<file path="src/rtl/mem_access_sequencer.sv">
// rtl/mem_access_sequencer.sv - IorD select and memory-access sequencer for the multi-cycle core
// Arbitrates fetch/data requests against exception flags and strobes the IR/MDR/EPC/PC captures.
module mem_access_sequencer #(
   parameter int MEM_LAT = 2,
   parameter int CNT_W   = 4
) (
   input  logic       clk,
   input  logic       reset_n,
   input  logic       fetch_req,
   input  logic       data_req,
   input  logic       data_we,
   input  logic       exc_opcode,
   input  logic       exc_ovf,
   input  logic       exc_div0,
   output logic [2:0] iord_sel,
   output logic       mem_wr,
   output logic       ir_write,
   output logic       mdr_write,
   output logic       epc_write,
   output logic       pc_vec_load,
   output logic [1:0] exc_cause,
   output logic       busy,
   output logic       done,
   output logic       double_fault
);

   typedef enum logic [2:0] {IDLE, FETCH, DATA, EXC_EPC, EXC_VEC} state_t;

   localparam logic [CNT_W-1:0] LAST_CNT = CNT_W'(MEM_LAT);

   state_t           state_q, state_d;
   logic [CNT_W-1:0] cnt_q, cnt_d;
   logic             we_q, we_d;
   logic             pend_q, pend_d;
   logic [1:0]       pend_cause_q, pend_cause_d;
   logic [1:0]       cause_q, cause_d;
   logic             dfault_q, dfault_d;

   logic             exc_any;
   logic [1:0]       cause_in;
   logic             last;

   always_comb begin
      exc_any = exc_opcode | exc_ovf | exc_div0;
      if (exc_opcode)    cause_in = 2'b01;
      else if (exc_ovf)  cause_in = 2'b10;
      else if (exc_div0) cause_in = 2'b11;
      else               cause_in = 2'b00;
      last = (cnt_q == LAST_CNT);
   end

   always_ff @(posedge clk or negedge reset_n) begin
      if (!reset_n) begin
         state_q      <= IDLE;
         cnt_q        <= '0;
         we_q         <= 1'b0;
         pend_q       <= 1'b0;
         pend_cause_q <= 2'b00;
         cause_q      <= 2'b00;
         dfault_q     <= 1'b0;
      end else begin
         state_q      <= state_d;
         cnt_q        <= cnt_d;
         we_q         <= we_d;
         pend_q       <= pend_d;
         pend_cause_q <= pend_cause_d;
         cause_q      <= cause_d;
         dfault_q     <= dfault_d;
      end
   end

   always_comb begin
      state_d      = state_q;
      cnt_d        = cnt_q + 1'b1;
      we_d         = we_q;
      pend_d       = pend_q;
      pend_cause_d = pend_cause_q;
      cause_d      = cause_q;
      dfault_d     = dfault_q;
      case (state_q)
         IDLE: begin
            cnt_d = '0;
            if (pend_q || exc_any) begin
               state_d = EXC_EPC;
               cause_d = pend_q ? pend_cause_q : cause_in;
            end else if (data_req) begin
               state_d = DATA;
               we_d    = data_we;
            end else if (fetch_req) begin
               state_d = FETCH;
            end
         end
         FETCH, DATA: begin
            // Exceptions raised mid-access wait until the access has finished.
            if (exc_any && !pend_q) begin
               pend_d       = 1'b1;
               pend_cause_d = cause_in;
            end
            if (last) begin
               state_d = IDLE;
               cnt_d   = '0;
            end
         end
         EXC_EPC: begin
            if (exc_any) dfault_d = 1'b1;
            state_d = EXC_VEC;
            cnt_d   = '0;
         end
         EXC_VEC: begin
            if (exc_any) dfault_d = 1'b1;
            if (last) begin
               state_d = IDLE;
               cnt_d   = '0;
               pend_d  = 1'b0;
            end
         end
         default: begin
            state_d = IDLE;
            cnt_d   = '0;
         end
      endcase
   end

   always_comb begin
      iord_sel    = 3'b000;
      mem_wr      = 1'b0;
      ir_write    = 1'b0;
      mdr_write   = 1'b0;
      epc_write   = 1'b0;
      pc_vec_load = 1'b0;
      busy        = 1'b1;
      done        = 1'b0;
      case (state_q)
         IDLE:  busy = 1'b0;
         FETCH: begin
            ir_write = last;
            done     = last;
         end
         DATA: begin
            iord_sel  = 3'b100;
            mem_wr    = we_q && (cnt_q == '0);
            mdr_write = !we_q && last;
            done      = last;
         end
         EXC_EPC: begin
            iord_sel  = {1'b0, cause_q};
            epc_write = 1'b1;
         end
         EXC_VEC: begin
            iord_sel    = {1'b0, cause_q};
            pc_vec_load = last;
            done        = last;
         end
         default: busy = 1'b0;
      endcase
   end

   assign exc_cause    = cause_q;
   assign double_fault = dfault_q;

endmodule

</file>
<file path="config.mk">
export PLATFORM = sky130hd
export DESIGN_NAME = mem_access_sequencer
export DESIGN_NICKNAME = d
export VERILOG_FILES = /design/src/rtl/mem_access_sequencer.sv
export SDC_FILE = /design/constraint.sdc
export NUM_CORES = 1
export LEC_CHECK = 0
export CAP_MARGIN = 20
export CELL_PAD_IN_SITES_DETAIL_PLACEMENT = 0
export CELL_PAD_IN_SITES_GLOBAL_PLACEMENT = 1
export CORE_MARGIN = 2
export CORE_UTILIZATION = 33
export DETAILED_ROUTE_END_ITERATION = 8
export GPL_ROUTABILITY_DRIVEN = 1
export HOLD_SLACK_MARGIN = 0.08
export PLACE_DENSITY = 0.82
export SLEW_MARGIN = 40
export SYNTH_ARGS = -nofsm -noshare
export SYNTH_HDL_FRONTEND = slang
export SYNTH_SLANG_ARGS = --single-unit
</file>
<file path="constraint.sdc">
create_clock -name clk -period 1.69 [get_ports clk]
set_input_delay 0.507 -clock clk [delete_from_list [all_inputs] [get_ports clk]]
set_output_delay 0.507 -clock clk [all_outputs]
set_load 0.02 [all_outputs]
</file>
==> metrics.yaml <==
run_status:
  status: "complete, but fails checks"
  violations: "setup timing"
critical_path:
  worstSetupPathType: "flop to output port"
  critPathLaunchType: "flop"
  arrival_ps: 1550
  rr_worst_depth: 6
  path_cells: "inv_2 -> ha_4 -> nor3b_4 -> buf_4 -> nor2b_4 -> buf_6"
  cp_slowest_cell: "dfrtp_1"
  end_kind: "output port"
  worstPathMaxFanout: 4
  crit_path_max_incr_delay_ps: 400
  worstPathRequired_ps: 1180
synthesis:
  synth_cells: 89
  ys_seq_area_share_pct: 39.8
  yosys.area.top_type_share_pct: 39.8
  async_flop_share_pct: 100
  yosysWarnings: 0
  synth_compound_area_share_pct: 14.8
  netlist_top_cells_area: "dfrtp_1, a21oi_1, ha_1"
  avgSynthCellArea_sq_um: 9.90
  synth_top_family_by_area: "simple AND/OR/NAND/NOR gates"
  syn-num-nets: 100
  synth-adder-area-share_pct: 4.26
  synth_edf_count: 0
  synth-simple-area-share_pct: 27.3
  yosys.cell_count.top_type: "dfrtp_1"
  synth_largest_area_cell: "dfrtp_1"
  synth_commonest_cells: "dfrtp_1, nor2_1, a21oi_1"
  synth_xor_area_share_pct: 5.82
  synth_cell_types: 39
  ys.flop_type: "dfrtp_1"
  synth.area.mux_share_pct: 2.84
  yosys_register_bits: 14
  syn_area_sq_um: 881
detailed_routing:
  routedWlPerCell_um: 13.3
  drcViolationCount: 0
  drtIter0Drc: 17
  via_count: 891
  ant_nets: 0
  via_per_inst: 4.87
  dr.pass1.iters: 4
  wl_um: 2430
floorplanning:
  io_pins: 21
  die_h_um: 55.7
  row_count: 18
  core_sq_um: 2500
  dieWidth_um: 55.7
  die_area_sq_um: 3100
  initial_core_util_pct: 35.2
layout:
  final_cell_area_sq_um: 1640
  final_layout_size_suffix_gt1_share_pct: 61.4
  area_growth_pct: 85.8
  num-fill-cells: 214
  antenna_cells: 0
  final_nets: 165
timing:
  drv_slew: 0
  rsz0062_at_grt: "yes"
  fin_skew_ps: 2.28
  setup_viol: 10
  tns_ps: -2420
  relSlewSlack_pct: 81.4
  worst_pin_slew_ps: 277
  timing.fmax_mhz: 487
  hold_viol_final: 0
  worst_slack_ps: -363
  fin_crit_sh_pct: 121
  fin_crit_ps: 2050
clock_tree:
  ctsRootBufferMaster: "clkbuf_4"
  cts_tree: "built"
  cts_buffer_depth: 2
  clk_pin_slew_worst_paths_ps: 90
  clkSinkCount: 14
  cts_max_level: 1
  cts_buffers: 3
  clkLatencyLatePin_ps: 280
power_and_ir_drop:
  ir_drop_mv: 1.04
  p_leak_nw: 0.769
  power.density_nw_per_um2: 1800
grt:
  grt_pass1_wl_um: 4060
  grt_pass1_vias: 920
  antenna_found_initial: 0
  grt.total_usage_pct: 16.5
  grt_max_degree: 15
  grt_overflow: 0
flow_run:
  drv_cap: 0
place:
  place_area_sq_um: 1360
  portBuffers: 20
  gp_congestion: 0.711
  hpwl_um: 1680
hold_path:
  min_path_cells: 1
  min_path_type: "flop to flop"
-- routing by layer --
layer  part of all wire, %  global-route usage, %  vias up
met5                     0                      0        -
met4                   1.2                   6.27        0
met3                   3.8                   1.40        4
met2                    52                   29.8       25
met1                    43                   20.2      421
li1                      -                      -      441
-- stage by stage --
step                      instances  util (%)  worst slack [ps]  total power [mW]  hold WS [ps]
after global placement          166      54.5              -496              2.21           451
after global routing            183      65.5              -455              3.14           526
final                           183      65.5              -363              2.95           466
after CTS                       178      62.4              -376              2.79           473
after detailed placement        166      54.5              -592              2.25           459
after floorplan                  89         -             -88.3              1.52           211
-- flip-flops by register name (all words and copies together), names as in the netlist --
register,count
state_q,3
double_fault,1
exc_cause,2
cnt_q,4
pend_q,1
we_q,1
pend_cause_q,2
-- placed cells by master (no fill, tap or decap), types with 2 or more instances in the layout --
cell | synthesis | final
nor3_4 | 0 | 3
nand2_1 | 5 | 3
o22a_1 | 2 | 2
nor2b_2 | 0 | 2
o21ai_0 | 2 | 2
ha_4 | 0 | 2
dlygate4sd2_1 | 0 | 3
xnor2_2 | 1 | 2
dfrtp_2 | 0 | 3
nor2_4 | 0 | 4
dlymetal6s2s_1 | 0 | 2
nor2b_4 | 0 | 2
clkdlybuf4s50_1 | 0 | 5
clkbuf_4 | 0 | 3
buf_6 | 2 | 16
nor2_1 | 10 | 5
nand2b_1 | 2 | 2
xnor2_1 | 3 | 2
inv_2 | 1 | 2
nor2_2 | 1 | 2
a21oi_1 | 8 | 8
nor3_1 | 3 | 2
nor3b_4 | 0 | 2
buf_4 | 1 | 38
dfrtp_1 | 14 | 11
-- logic make-up after synthesis --
| logic type | after synthesis |
|---|---|
| DFF | 14 |
| xor gates and xnor gates | 5 |
| and+or+nand+nor | 40 |
| adders and majority gates | 3 |
| buffers and inverters | 7 |
| muxes | 2 |
| AOI/OAI and AO/OA | 18 |
-- power breakdown --
part,switching (mW),internal (mW)
Sequential,0.138,0.465
Clock,0.115,0.131
Combinational,0.939,1.16
-- final cells by class --
class / count / area [sq um] / share of cell area [%]
Multi-Input combinational cell: 68 / 631 / 38.5
Timing Repair Buffer: 64 / 567 / 34.6
Sequential cell: 14 / 354 / 21.6
Tap cell: 30 / 37.5 / 2.29
Clock buffer: 4 / 36.3 / 2.22
Inverter: 3 / 11.3 / 0.688
-- critical path, delay by kind of cell, from the launching register on --
kind | cells | cell delay [ps]
adder cells (fa/ha/maj) | 1 | 110
buffers and inverters | 3 | 360
flip-flops | 1 | 400
AND/OR/NAND/NOR | 2 | 390
-- worst paths after layout --
kind | startpoint | endpoint | slack, ps
worst max register to register | state_q[2] | state_q[0] | 60
min in group asynchronous | reset_n | state_q[1] | 520
worst min-delay path | double_fault | double_fault | 470
max in group asynchronous | reset_n | state_q[0] | 990
worst min register to register | double_fault | double_fault | 470
worst max-delay path | cnt_q[0] | done | -360
-- what timing repair did --
| item | 4_1_cts | 5_1_grt |
|---|---|---|
| endpoints found under the hold margin | 0 | 0 |
| cloned | 0 | 0 |
| pin swaps | 8 | 5 |
| endpoints found under the setup margin | 14 | 13 |
| setup buffers | 9 | 6 |
| resized for setup | 88 | 11 |
| hold buffers | 0 | 0 |
Power figures use the tool's default switching activity.
==> RTL edit 1, RTL diff (config.mk and constraints unchanged) <==
Add an input register stage for `exc_opcode`; this delays it by one clock. The other inputs are not delayed to match.
--- a/src/rtl/mem_access_sequencer.sv
+++ b/src/rtl/mem_access_sequencer.sv
@@ -29,4 +29,10 @@
    localparam logic [CNT_W-1:0] LAST_CNT = CNT_W'(MEM_LAT);
 
+   logic exc_opcode_q;
+
+   always_ff @(posedge clk) begin
+      exc_opcode_q <= exc_opcode;
+   end
+
    state_t           state_q, state_d;
    logic [CNT_W-1:0] cnt_q, cnt_d;
@@ -42,6 +48,6 @@
 
    always_comb begin
-      exc_any = exc_opcode | exc_ovf | exc_div0;
-      if (exc_opcode)    cause_in = 2'b01;
+      exc_any = exc_opcode_q | exc_ovf | exc_div0;
+      if (exc_opcode_q)    cause_in = 2'b01;
       else if (exc_ovf)  cause_in = 2'b10;
       else if (exc_div0) cause_in = 2'b11;
Check against the original RTL: not equivalent (Yosys sat finds a counterexample within 4 cycles, from zero or initial values and one cycle with reset_n low).
==> RTL edit 1 against the original RTL <==
Setup slack got worse by 0.19 ns; sequential cell count up 1; power shrank 13%; the run still ends with negative setup slack left; cell count decreased by 4.9%; routed wire length increased by 3.3%; global-route usage grew 0.72 points; via count decreased by 1.2%; clock skew is 0.0017 ns lower; cell area down 6.1%; core utilization decreased by 3.4 points; area after synthesis down 1.6%; first-iteration DRC count increased by 12%.
==> RTL edit 1: results (changes against the original RTL) <==
[run_status]
status = finished with violations
violations = negative setup slack

[critical_path]
rrSetupSlack_ns = 0.04  ; -0.02 ns
r2r_cells = 8  ; +2

[finish]
signal_buffer_area_fraction_pct = 32.9  ; -1.7 points
final_nets = 156  ; -5.5%
n_all_buffers = 57  ; -11%
inverters_excl_clock = 6  ; +3
comb.multi_input.count = 62  ; -8.8%
area_delta_synth_final_pct = 77.2
drive_gt1_share_pct = 54.9  ; -6.6 points
clk_share_pct = 1.71  ; -0.51 points

[synthesis]
synth_area_leaders = dfrtp_1 (40%), ha_1 (4.3%), nor2_1 (3.9%)
ys_seq_area_share_pct = 42.7  ; +2.9 points
async_reset_ff_share_pct = 93.3  ; -6.7 points
synth.distinct_cells = 38  ; -2.6%

[place]
dp_hpwl_um = 1590  ; -5.5%
dp_cells = 153  ; -7.8%

[timing]
clock_skew_ns = 0.000553  ; -0.00173 ns
worst_pin_slew_ns = 0.520  ; +0.243 ns
setup_viol_count_final = 10  ; unchanged
fin_ws_ns = -0.558  ; -0.195 ns

[power_and_ir_drop]
p_int_mw = 1.50  ; -15%
ir_drop_mv = 1.09  ; +4.0%
p_leak_nw = 0.718  ; -6.6%

[routing]
drt-vias-per-instance = 5.06  ; +3.9%
drt-total-wl_um = 2510  ; +3.3%
dr_wl_met3_um = 80  ; -14%
first_iter_violations = 19  ; +2
met1_length_um = 1020  ; -2.1%

[clocking]
cts_resized = 79  ; -10%

[global_routing]
grt.total_usage_pct = 17.2  ; +0.72 points

## RTL edit 1: cell types whose count changed after synthesis, sizes merged, moves of 3 or more
cell | unedited run | this run
a21oi | 8 | 4
inv | 3 | 6
nor2b | 4 | 1
xnor2 | 4 | 1
## RTL edit 1: kinds of logic (layout without fill, tap and decap cells)
kind of cell             Yosys count  count (layout)  synth area share [%]
adder cells (fa/ha/maj)            3               3                  4.33
flip-flops                        15              15                  42.7
XOR/XNOR                           4               4                  4.04
AND/OR/NAND/NOR                   36              36                  25.1
buffers and inverters             10              67                  7.65
multiplexers                       3               3                  3.61
AO/OA/AOI/OAI                     16              16                  12.6
## RTL edit 1: per-stage QoR
step | setup TNS [ns] | worst slack, ns
after floorplan | -0.582 | -0.192
after global placement | -6.45 | -0.659
after detailed placement | -6.72 | -0.686
after CTS | -3.30 | -0.540
after global routing | -4.17 | -0.629
final | -3.46 | -0.558
## RTL edit 1: routing by layer
layer  vias up  track usage, %
met3         6            3.04
li1        417               -
met2        27            28.7
met4         0            10.5
met1       430            20.4
met5         -               0
## RTL edit 1: power groups by stage
stage / Sequential [mW] / Clock, mW / Combinational (mW)
6_report: 0.594 / 0.208 / 1.76
3_5_place_dp: 0.575 / 0 / 1.28
4_1_cts: 0.577 / 0.212 / 1.53
3_3_place_gp: 0.568 / 0 / 1.25
2_1_floorplan: 0.623 / 0 / 0.746
5_1_grt: 0.613 / 0.230 / 1.90
## RTL edit 1: critical path, stage by stage, from the launching register on
cell and delay (ns):
dfrtp_1 0.40, inv_2 0.08, ha_4 0.12, or3b_4 0.42
nor4b_4 0.25, buf_4 0.17
==> RTL edit 2, RTL diff (same flow settings) <==
Without the edit above. Set the parameter `CNT_W` to 6 (it was 4).
--- a/src/rtl/mem_access_sequencer.sv
+++ b/src/rtl/mem_access_sequencer.sv
@@ -3,5 +3,5 @@
 module mem_access_sequencer #(
    parameter int MEM_LAT = 2,
-   parameter int CNT_W   = 4
+   parameter int CNT_W   = 6
 ) (
    input  logic       clk,
Formal check against the unedited RTL: same outputs for any inputs over 10 cycles, from zero or initial values and one cycle with reset_n low; that may be too few to reach the edited logic, so the function may still have changed.
==> RTL edit 2 against the original RTL <==
The run still ends with negative setup slack left; setup slack about the same; global-route usage down 0.68 points; worst hold slack worse by 0.011 ns; power down 11%; clock power up 7%; sequential cell count up 2; register-to-register slack better by 0.08 ns; cell area down 2.5%; area after synthesis up 15%; sequential share of layout area up 3.5 points; sequential power up 2%; routed wire length up 7.7%; via count up 1.8%; critical path type unchanged; critical endpoint is now mdr_write; largest power group unchanged.
==> RTL edit 2: results (changes against the original RTL) <==
[power_and_ir_drop]
ir_drop_mv = 0.585  ; -44%
p_leak_nw = 0.700  ; -8.9%

[global_routing]
grt_max_degree = 17  ; +2
grt_pass1_vias = 895  ; -2.7%
grt_antenna_before_repair = 0  ; unchanged
grt_pass1_wl_um = 4080  ; +0.49%
grt.total_usage_pct = 15.8  ; -0.68 points

[synthesis]
synth_fp_nets = 104  ; +4.0%
synthTopCellsByCount = dfrtp_1 (16), inv_1 (7), nor2_1 (5), nor3_1 (5), a31oi_1 (4)
synth.distinct_cells = 42  ; +7.7%
yosysWarnings = 0  ; unchanged
syn_inst = 93  ; +4.5%
async_reset_ff_share_pct = 100  ; unchanged
ys_seq_area_share_pct = 39.6  ; -0.22 points
synth_area_leaders = dfrtp_1 (40%), ha_1 (3.7%), a2111oi_2 (3.0%)

[place]
portBuffers = 20  ; unchanged
dp_hpwl_um = 1870  ; +11%
gp_congestion = 0.799  ; +12%
dp_cells = 165  ; -0.60%

[clocking]
clkLatencyLatePin_ns = 0.30  ; +0.02 ns
htree_levels = 1  ; unchanged
cts_root_buffer = clkbuf_4
clk_pin_slew_ns = 0.10
cts_buffer_depth = 2  ; unchanged
numCtsBuffers = 3  ; unchanged

[timing]
clock_skew_ns = 0.00832  ; +0.00604 ns
timing.setup.tns_ns = -2.82  ; -0.400 ns
maxSlewHeadroom_pct = 74.3  ; -7.1 points
setup_viol_count_final = 10  ; unchanged
fin_ws_ns = -0.363  ; -0.000320 ns

[routing]
routedWlPerCell_um = 14.7  ; +11%
drt-total-wl_um = 2610  ; +7.7%
first_iter_violations = 22  ; +5
first_pass_iters = 4  ; unchanged
drt-vias-per-instance = 5.10  ; +4.7%

[critical_path]
worstPathMaxFanout = 3  ; -1
r2r_cells = 6  ; unchanged
worstPathArrival_ns = 1.55  ; about the same
crit_path_end_kind = output port
rrSetupSlack_ns = 0.14  ; +0.08 ns

[worst_hold_path]
hold_path_class = reg2reg
hold_depth = 1  ; unchanged

[run_status]
violations = negative setup slack
status = finished with violations

[finish]
drive_gt1_share_pct = 52.4  ; -9.0 points
final_nets = 157  ; -4.8%
diodes = 0  ; unchanged
reg_top3 = cnt_q (6), state_q (3)

## RTL edit 2: changes by cell type in the layout (fill, tap and decap cells not counted), sizes merged, moves of 3 or more
cell     unedited run  this run
xor2                1         4
a2111oi             0         3
a21oi               8         3
nor2               11         5
xnor2               4         1
a31oi               0         4
buf                54        43
nor2b               4         0
inv                 3         7
## RTL edit 2: through the flow
step	hold slack (ns)	cell area (um2)	worst slack [ns]
2_1_floorplan	0.211	1050	-0.0637
3_3_place_gp	0.440	1430	-0.533
3_5_place_dp	0.446	1430	-0.573
4_1_cts	0.464	1540	-0.384
5_1_grt	0.493	1600	-0.484
6_report	0.456	1600	-0.363
## RTL edit 2: area by class of cell
| class | instances | area [um2] |
|---|---|---|
| clock buffer | 4 | 36.3 |
| fill | 275 | 1380 |
| inverter | 7 | 26.3 |
| multi-input combinational | 65 | 594 |
| sequential | 16 | 402 |
| tap | 33 | 41.3 |
| timing repair buffer | 53 | 495 |
## RTL edit 2: cell families after synthesis
| group | share of synthesized area (%) |
|---|---|
| simple gates | 23.9 |
| compound gates | 17.8 |
| flops | 39.6 |
| buf+inv | 6.67 |
| xor+xnor | 5.07 |
| fa+ha+maj | 3.71 |
| mux | 3.34 |
## RTL edit 2: where the power goes
part           switching (mW)  internal, mW  total [mW]
sequential              0.113         0.503       0.616
clock                   0.132         0.131       0.264
combinational           0.802         0.935        1.74
## RTL edit 2: worst max-delay path, stage by stage, from the launching register on
cell     delay (ns)
dfrtp_1        0.42
nor4_4         0.33
nand2_2        0.15
nor3b_4        0.20
buf_6          0.14
## RTL edit 2: path summary, 6_finish.rpt
path | start | end
max | cnt_q[5]$_DFF_PN0_ | mdr_write
min | double_fault$_DFFE_PN0P_ | double_fault$_DFFE_PN0P_
max reg2reg | state_q[2]$_DFFE_PN0P_ | we_q$_DFFE_PN0P_
min reg2reg | double_fault$_DFFE_PN0P_ | double_fault$_DFFE_PN0P_
max in group asynchronous | reset_n | state_q[1]$_DFFE_PN0P_
min in group asynchronous | reset_n | exc_cause[0]$_DFFE_PN0P_
## RTL edit 2: per-layer routing
layer | global-route usage (%) | share of wire (%)
met1 | 19.1 | 42
met2 | 27.8 | 52
met5 | 0 | 0
met4 | 4.87 | 2.0
met3 | 3.49 | 4.3
## RTL edit 2: timing repair
| action | in CTS | in global routing |
|---|---|---|
| resized for setup | 70 | 8 |
| hold buffers | 0 | 0 |
| endpoints found under the setup margin | 13 | 12 |
| setup buffers | 5 | 5 |
| endpoints found under the hold margin | 0 | 0 |
| pin swaps | 7 | 7 |
